### src/rtl/xadc_drp_sequencer.sv
// xadc_drp_sequencer: after each XADC end-of-conversion, reads the next result
// register over the DRP (round-robin over NUM_CH addresses starting at
// ADDR_BASE) and hands the 12-bit result plus channel index to a valid/ready
// consumer. Flags DRP read timeouts and dropped conversions as sticky errors.
// Optional build macro XADC_SEQ_AVG_EN: average four passes per channel and
// only emit the averaged result on every fourth pass.
module xadc_drp_sequencer #(
    parameter int         NUM_CH    = 4,
    parameter logic [6:0] ADDR_BASE = 7'h10,
    parameter int         TIMEOUT   = 63
) (
    input  logic        clk,
    input  logic        rst,
    input  logic        eoc,
    output logic        den,
    output logic        dwe,
    output logic [6:0]  daddr,
    input  logic        drdy,
    input  logic [15:0] do_in,
    output logic [11:0] sample,
    output logic [1:0]  ch,
    output logic        valid,
    input  logic        ready,
    input  logic        clr,
    output logic        timeout_err,
    output logic        overrun,
    output logic        busy
);
    typedef enum logic [1:0] {IDLE, REQ, WAIT, OUT} state_t;

    localparam logic [1:0] LAST_IDX   = 2'(NUM_CH - 1);
    localparam logic [7:0] TIMER_LAST = 8'(TIMEOUT - 1);

    state_t      state;
    logic [1:0]  idx;
    logic [1:0]  idx_next;
    logic        pending;
    logic [7:0]  timer;
    logic [11:0] result;
    logic        read_done;
    logic        read_timeout;
    logic        out_taken;
    logic        overrun_hit;
    logic        emit;
    logic        advance;
    logic        unused_low;

    assign result       = do_in[15:4];
    assign unused_low   = ^do_in[3:0];
    assign dwe          = 1'b0;
    assign busy         = (state != IDLE);
    assign idx_next     = (idx == LAST_IDX) ? 2'd0 : idx + 2'd1;
    assign read_done    = (state == WAIT) && drdy;
    assign read_timeout = (state == WAIT) && !drdy && (timer == TIMER_LAST);
    assign out_taken    = (state == OUT) && valid && ready;
    assign overrun_hit  = eoc && (state != IDLE) && pending;

`ifdef XADC_SEQ_AVG_EN
    logic [13:0] acc [0:3];
    logic [1:0]  pass;
    logic [13:0] acc_sum;

    assign acc_sum = acc[idx] + {2'b00, result};
    assign emit    = (pass == 2'd3);
`else
    assign emit    = 1'b1;
`endif

    // A read that produces no output advances the channel immediately; one that
    // produces output advances only once the consumer has taken it.
    assign advance = (read_done && !emit) || read_timeout || out_taken;

    // Main sequencer: issue one DRP read per conversion, wait for drdy or give
    // up after TIMEOUT cycles, then hold the result until it is accepted.
    always_ff @(posedge clk or posedge rst) begin
        if (rst) begin
            state  <= IDLE;
            den    <= 1'b0;
            daddr  <= ADDR_BASE;
            timer  <= 8'd0;
            sample <= 12'd0;
            ch     <= 2'd0;
            valid  <= 1'b0;
        end else begin
            den <= 1'b0;
            case (state)
                IDLE: begin
                    if (eoc || pending) begin
                        den   <= 1'b1;
                        daddr <= ADDR_BASE + {5'b00000, idx};
                        state <= REQ;
                    end
                end
                REQ: begin
                    timer <= 8'd0;
                    state <= WAIT;
                end
                WAIT: begin
                    timer <= timer + 8'd1;
                    if (drdy) begin
                        if (emit) begin
`ifdef XADC_SEQ_AVG_EN
                            sample <= acc_sum[13:2];
`else
                            sample <= result;
`endif
                            ch    <= idx;
                            valid <= 1'b1;
                            state <= OUT;
                        end else begin
                            state <= IDLE;
                        end
                    end else if (timer == TIMER_LAST) begin
                        state <= IDLE;
                    end
                end
                OUT: begin
                    if (ready) begin
                        valid <= 1'b0;
                        state <= IDLE;
                    end
                end
                default: state <= IDLE;
            endcase
        end
    end

    // Channel pointer (and, when averaging, the pass counter that ticks on wrap).
    always_ff @(posedge clk or posedge rst) begin
        if (rst) begin
            idx <= 2'd0;
`ifdef XADC_SEQ_AVG_EN
            pass <= 2'd0;
`endif
        end else if (advance) begin
            idx <= idx_next;
`ifdef XADC_SEQ_AVG_EN
            if (idx == LAST_IDX) begin
                pass <= pass + 2'd1;
            end
`endif
        end
    end

`ifdef XADC_SEQ_AVG_EN
    // Per-channel running sums; cleared once the fourth pass has consumed them.
    always_ff @(posedge clk or posedge rst) begin
        if (rst) begin
            for (int i = 0; i < 4; i++) begin
                acc[i] <= 14'd0;
            end
        end else if (read_done) begin
            acc[idx] <= emit ? 14'd0 : acc_sum;
        end else if (read_timeout && emit) begin
            acc[idx] <= 14'd0;
        end
    end
`endif

    // One-deep memory of a conversion that arrived while a read was in flight;
    // a conversion landing in the same cycle IDLE consumes it re-arms it.
    always_ff @(posedge clk or posedge rst) begin
        if (rst) begin
            pending <= 1'b0;
        end else if (state == IDLE) begin
            pending <= pending & eoc;
        end else if (eoc) begin
            pending <= 1'b1;
        end
    end

    // Sticky error flags: a new error event wins over a simultaneous clear.
    always_ff @(posedge clk or posedge rst) begin
        if (rst) begin
            timeout_err <= 1'b0;
            overrun     <= 1'b0;
        end else begin
            if (read_timeout) begin
                timeout_err <= 1'b1;
            end else if (clr) begin
                timeout_err <= 1'b0;
            end
            if (overrun_hit) begin
                overrun <= 1'b1;
            end else if (clr) begin
                overrun <= 1'b0;
            end
        end
    end
endmodule

### config.mk
export PLATFORM = sky130hd
export DESIGN_NAME = xadc_drp_sequencer
export DESIGN_NICKNAME = d
export VERILOG_FILES = /design/src/rtl/xadc_drp_sequencer.sv
export SDC_FILE = /design/constraint.sdc
export NUM_CORES = 1
export LEC_CHECK = 0
export ABC_CLOCK_PERIOD_IN_PS = 1850
export BUFFER_PORTS_ARGS = -buffer_cell sky130_fd_sc_hd__buf_2
export CAP_MARGIN = 20
export CORE_ASPECT_RATIO = 1.75
export CORE_UTILIZATION = 50
export CTS_CLUSTER_DIAMETER = 120
export CTS_CLUSTER_SIZE = 40
export DETAILED_ROUTE_END_ITERATION = 12
export PLACE_DENSITY = 0.78
export SYNTH_ARGS = -nofsm -noshare
export SYNTH_HDL_FRONTEND = slang
export SYNTH_SLANG_ARGS = --single-unit
### constraint.sdc
create_clock -name clk -period 1.85 [get_ports clk]
set_input_delay 0.37 -clock clk [delete_from_list [all_inputs] [get_ports clk]]
set_output_delay 0.37 -clock clk [all_outputs]
set_load 0.05 [all_outputs]
==> results of run 1 <==
[logic make-up (layout without fill, tap and decap cells)]
group           Yosys count  after routing  share of synthesized area [%]
simple gates             30             30                           10.4
fa+ha+maj                 6              6                           4.82
other cells               2              6                          0.482
mux                      21             21                           15.3
flops                    33             33                           53.1
buf+inv                  20             61                           6.43
compound gates           20             20                           8.36
xor+xnor                  2              2                           1.13
[routing by layer]
layer	vias up	track usage [%]	share of wire [%]
met5	-	0	0
met4	0	10.8	2.6
met3	7	5.21	5.9
met2	39	34.6	56
met1	527	18.8	36
li1	527	-	-
[worst max-delay path, cell delays in order (launching register included)]
cell	delay [ns]
dfrtp_1	0.42
inv_1	0.07
ha_1	0.25
inv_1	0.07
buf_2	0.25
[placed cells by master, fill, tap and decap left out, drive strengths merged, types with 2 or more instances in the layout]
| cell | synthesis | routed |
|---|---|---|
| a21oi | 4 | 4 |
| nor2b | 2 | 2 |
| o22ai | 2 | 2 |
| xnor2 | 2 | 2 |
| mux2 | 19 | 19 |
| ha | 6 | 6 |
| nand2 | 11 | 11 |
| a21o | 2 | 2 |
| o21ai | 9 | 9 |
| clkbuf | 1 | 6 |
| dfrtp | 33 | 33 |
| conb | 2 | 6 |
| nand3 | 3 | 3 |
| inv | 11 | 11 |
| nor3 | 3 | 3 |
| buf | 8 | 42 |
| clkinv | 0 | 2 |
| nor2 | 6 | 6 |
| mux2i | 2 | 2 |
[metrics by stage]
step / total power, mW / area [um^2] / std cells / setup WS (ns)
2_1_floorplan: 2.62 / 1570 / 138 / 0.279
3_3_place_gp: 2.98 / 1770 / 199 / 0.300
3_5_place_dp: 3.06 / 1770 / 199 / 0.234
4_1_cts: 3.58 / 1850 / 207 / 0.118
5_1_grt: 3.76 / 1850 / 207 / 0.0132
6_report: 3.54 / 1850 / 207 / 0.141
[flip-flops by register name, summed over array words and instances, names as in the netlist]
signal / cells
valid: 1
timer: 8
ch: 2
state: 2
idx: 2
daddr: 2
sample: 12
overrun: 1
pending: 1
den: 1
timeout_err: 1
[power by group through the flow]
stage	Combinational [mW]	Sequential, mW	Clock (mW)
floorplan	0.720	1.90	0
global placement	1.82	1.16	0
detailed placement	1.88	1.18	0
CTS	1.88	1.17	0.534
global route	1.99	1.21	0.561
finish	1.86	1.16	0.513
[layout make-up]
cell class | count | share of cell area, %
Multi-Input combinational cell | 85 | 34.9
Clock inverter | 2 | 0.541
Timing Repair Buffer | 42 | 11.9
Inverter | 11 | 2.23
Sequential cell | 33 | 44.6
Tap cell | 28 | 1.89
Clock buffer | 6 | 3.92
[how the worst max path moves through the flow]
stage	end	slack, ns	depth (start not counted)
6_report	busy	0.14	4
5_1_grt	busy	0.01	4
3_3_place_gp	sample[6]	0.30	5
4_1_cts	busy	0.12	4
2_1_floorplan	ch[0]	0.28	5
3_5_place_dp	idx[0]	0.23	6
==> impl_metrics.json, run 1 <==
{
  "status": "complete, but fails checks",
  "violations": "design-rule violations",
  "dp_hpwl_um": 2260,
  "drive_above_1_share_pct": 39.1,
  "ant_nets": 0,
  "clk_latency_ns": 0.28,
  "start_kind": "flop",
  "r2r_start": "state[0]",
  "crit_fanout": 6,
  "hold_violations": 0,
  "clk_pin_slew_ns": 0.07,
  "netlist_area_um2": 1560,
  "synth_top_cell_area_share_pct": 53.1,
  "hold_buffers": 0,
  "rr_worst_depth": 6,
  "worstHoldPathType": "in -> async",
  "cts-root-buf": "clkbuf_8",
  "synth.distinct_cells": 30,
  "first_global_vias": 1108,
  "wl_per_cell_um": 13.8,
  "postSynthCellCount": 134,
  "max_freq_mhz": 585,
  "yosysWarnings": 0,
  "clock-sinks": 33,
  "die-area_um2": 3350,
  "cts_resized": 0,
  "fp-row-count": 26,
  "first_iter_violations": 25,
  "p_seq_share_pct": 32.9,
  "clock_power_share_pct": 14.5,
  "vias": 1100,
  "numCtsBuffers": 5,
  "diodes": 0,
  "coreArea_um2": 2930,
  "yosys_register_bits": 33,
  "power_density_nw_per_um2": 1910,
  "hold_ws_ns": 0.172,
  "maxCapViolCount": 0,
  "p_int_mw": 1.84,
  "cts_max_level": 2,
  "synth_flop_cell": "dfrtp_1",
  "num-fill-cells": 245,
  "r2r-end": "idx[0]",
  "period_share_pct": 92.4,
  "endpoint_kind": "primary output",
  "grt_pass1_wl_um": 4640,
  "dieHeight_um": 75.8,
  "drv_slew": 0,
  "synth_seq_area_share_pct": 53.1,
  "start_util_pct": 53.2,
  "multi_input_area_um2": 646,
  "vias_per_cell": 5.31,
  "ir_drop_v": 0.000992,
  "grt_overflow": 0,
  "tns_ns": 0,
  "register_area_um2": 826,
  "synth_area_leaders": "dfrtp_1, mux2_2, ha_1",
  "crit_start": "state[1]",
  "drc_errors": 5,
  "fin_nets": 206,
  "swShare_pct": 48.1,
  "synthTopCellsByCount": "dfrtp_1, mux2_2, inv_1, nand2_1, o21ai_0",
  "rrSetupSlack_ns": 0.19,
  "globalplace.congestion": 0.854,
  "leakage_nw": 0.930,
  "antenna_found_initial": 0,
  "synth_edf_count": 0,
  "portBuffers": 38,
  "skew_ns": 0.00208,
  "finish.utilization_pct": 63.2,
  "cp.arrival_ns": 1.34,
  "grt_max_degree": 34,
  "yosysMostFrequentCell": "dfrtp_1",
  "drtPass1Iterations": 10,
  "area_delta_synth_final_pct": 18.9,
  "cts_setup_buffers": 0,
  "avgSynthCellArea_um2": 11.6,
  "worst_ep_required_time_ns": 1.48,
  "power.switching_mw": 1.70,
  "clk_path_buf_depth": 2,
  "grt_usage_pct": 19.0,
  "cts_tree": "done",
  "ios": 49,
  "rsz0062_at_grt": "false",
  "period_needed_ns": 1.71,
  "crit_type": "reg -> out",
  "async_flop_share_pct": 100,
  "yosys.area.top_type": "dfrtp_1",
  "die_x_um": 44.2,
  "p_comb_share_pct": 52.6,
  "totalWireLength_um": 2860,
  "setup_viol_count_final": 0
}
No activity file was read; power rests on OpenSTA's default activity.
==> run 2, diff against run 1 <==
Settings changed: CELL_PAD_IN_SITES_DETAIL_PLACEMENT from default to 0, CELL_PAD_IN_SITES_GLOBAL_PLACEMENT from default to 1, CORE_UTILIZATION 50 to 38, PLACE_DENSITY 0.78 to default, PLACE_DENSITY_LB_ADDON from default to 0.1, TNS_END_PERCENT from default to 5.
==> impl_metrics.json, run 2 (same netlist as run 1, synthesis figures left out) <==
{
  "numCtsBuffers": 5,
  "grt_usage_pct": 15.3,
  "setup_viol_count_final": 0,
  "most-common-layout-cells": "buf_2, dfrtp_1, mux2_2, nand2_1, inv_1",
  "cts_setup_buffers": 0,
  "leakage_nw": 0.930,
  "start_kind": "flop",
  "rrSetupSlack_ns": 0.21,
  "hold_buffers": 0,
  "hold_ws_ns": 0.165,
  "period_needed_ns": 1.73,
  "cts_resized": 0,
  "period_share_pct": 93.6,
  "final_area_um2": 1880,
  "area_delta_synth_final_pct": 20.5,
  "max_freq_mhz": 578,
  "wl_met3_um": 142,
  "top_regs": "sample x12, timer x8",
  "fp-row-count": 30,
  "status": "complete, no violations",
  "worstHoldPathType": "in -> async",
  "die-area_um2": 4370,
  "worst_ep_required_time_ns": 1.48,
  "cts-root-buf": "clkbuf_8",
  "first_global_vias": 1131,
  "ant_nets": 0,
  "crit_fanout": 6,
  "clock-sinks": 33,
  "drive_above_1_share_pct": 39.1,
  "first_iter_violations": 21,
  "die_x_um": 50.4,
  "num-fill-cells": 393,
  "rsz0062_at_grt": "false",
  "wl_met2_um": 1710,
  "ir_drop_v": 0.000962,
  "skew_ns": 0.00260,
  "grt_pass1_wl_um": 4840,
  "endpoint_kind": "primary output",
  "drv_slew": 0,
  "drc_errors": 0,
  "power_density_nw_per_um2": 1890,
  "dieHeight_um": 86.7,
  "tns_ns": 0,
  "clk_path_buf_depth": 2,
  "dp_hpwl_um": 2370,
  "diodes": 0,
  "post_dp_cell_area_um2": 1790,
  "vias": 1116,
  "vias_per_cell": 4.92,
  "coreArea_um2": 3900,
  "final_common_cell": "buf_2",
  "grt_overflow": 0,
  "portBuffers": 38,
  "total_power_mw": 3.54,
  "start_util_pct": 39.9,
  "drtPass1Iterations": 4,
  "largest_register_ffs": 12,
  "ios": 49,
  "r2r_start": "state[0]",
  "drt-met1-wl_um": 1050,
  "r2r-end": "idx[0]",
  "hold_violations": 0,
  "antenna_found_initial": 0,
  "largest_register": "sample",
  "totalWireLength_um": 3030,
  "clk_pin_slew_ns": 0.06,
  "wl_per_cell_um": 13.4,
  "globalplace.congestion": 0.720,
  "cts_tree": "done",
  "rr_worst_depth": 6,
  "clk_latency_ns": 0.28,
  "cp.arrival_ns": 1.36,
  "cts_max_level": 2,
  "fin_nets": 206,
  "crit_type": "reg -> out",
  "grt_max_degree": 34,
  "routed.top_layer": "met4",
  "maxCapViolCount": 0
}
run 2: cell counts in the layout (fill, tap and decap cells not counted):
Identical to the previous run, type by type.
run 2: critical path, stage by stage, from the launching register on:
cell and delay [ns]:
dfrtp_1 0.43, inv_1 0.07, ha_1 0.26, inv_1 0.07, buf_2 0.25
run 2: layer usage:
layer,vias to the layer above,global-route usage (%)
met2,36,28.8
met3,11,4.39
met5,-,0
met1,542,13.3
li1,527,-
met4,0,10.1
run 2: how the worst max path moves through the flow:
stage | from | end | slack [ns] | cells past startpoint
detailed placement | state[0] | idx[0] | 0.20 | 6
global route | state[1] | busy | 0.03 | 4
floorplan | state[1] | ch[0] | 0.28 | 5
CTS | state[1] | busy | 0.09 | 4
finish | state[1] | busy | 0.12 | 4
global placement | state[0] | idx[1] | 0.23 | 6
run 2: through the flow:
step           worst slack, ns  instances  util, %
5_1_grt                 0.0260        227     48.0
3_3_place_gp             0.232        219     45.9
6_report                 0.119        227     48.0
4_1_cts                 0.0859        227     48.0
2_1_floorplan            0.279        138        -
3_5_place_dp             0.197        219     45.9
run 2: area by class of cell:
type                            count  area, um^2  area share [%]
Sequential cell                    33         826            44.0
Multi-Input combinational cell     85         646            34.4
Timing Repair Buffer               42         220            11.7
Clock buffer                        6        72.6            3.87
Tap cell                           48        60.1            3.20
Inverter                           11        41.3            2.20
Clock inverter                      2        10.0           0.534
run 2: where the power goes:
part	switching, mW	leakage, nW	internal, mW
logic	1.28	0.475	0.579
registers	0.172	0.410	1.00
clock network	0.250	0.0450	0.260
total	1.70	0.930	1.84
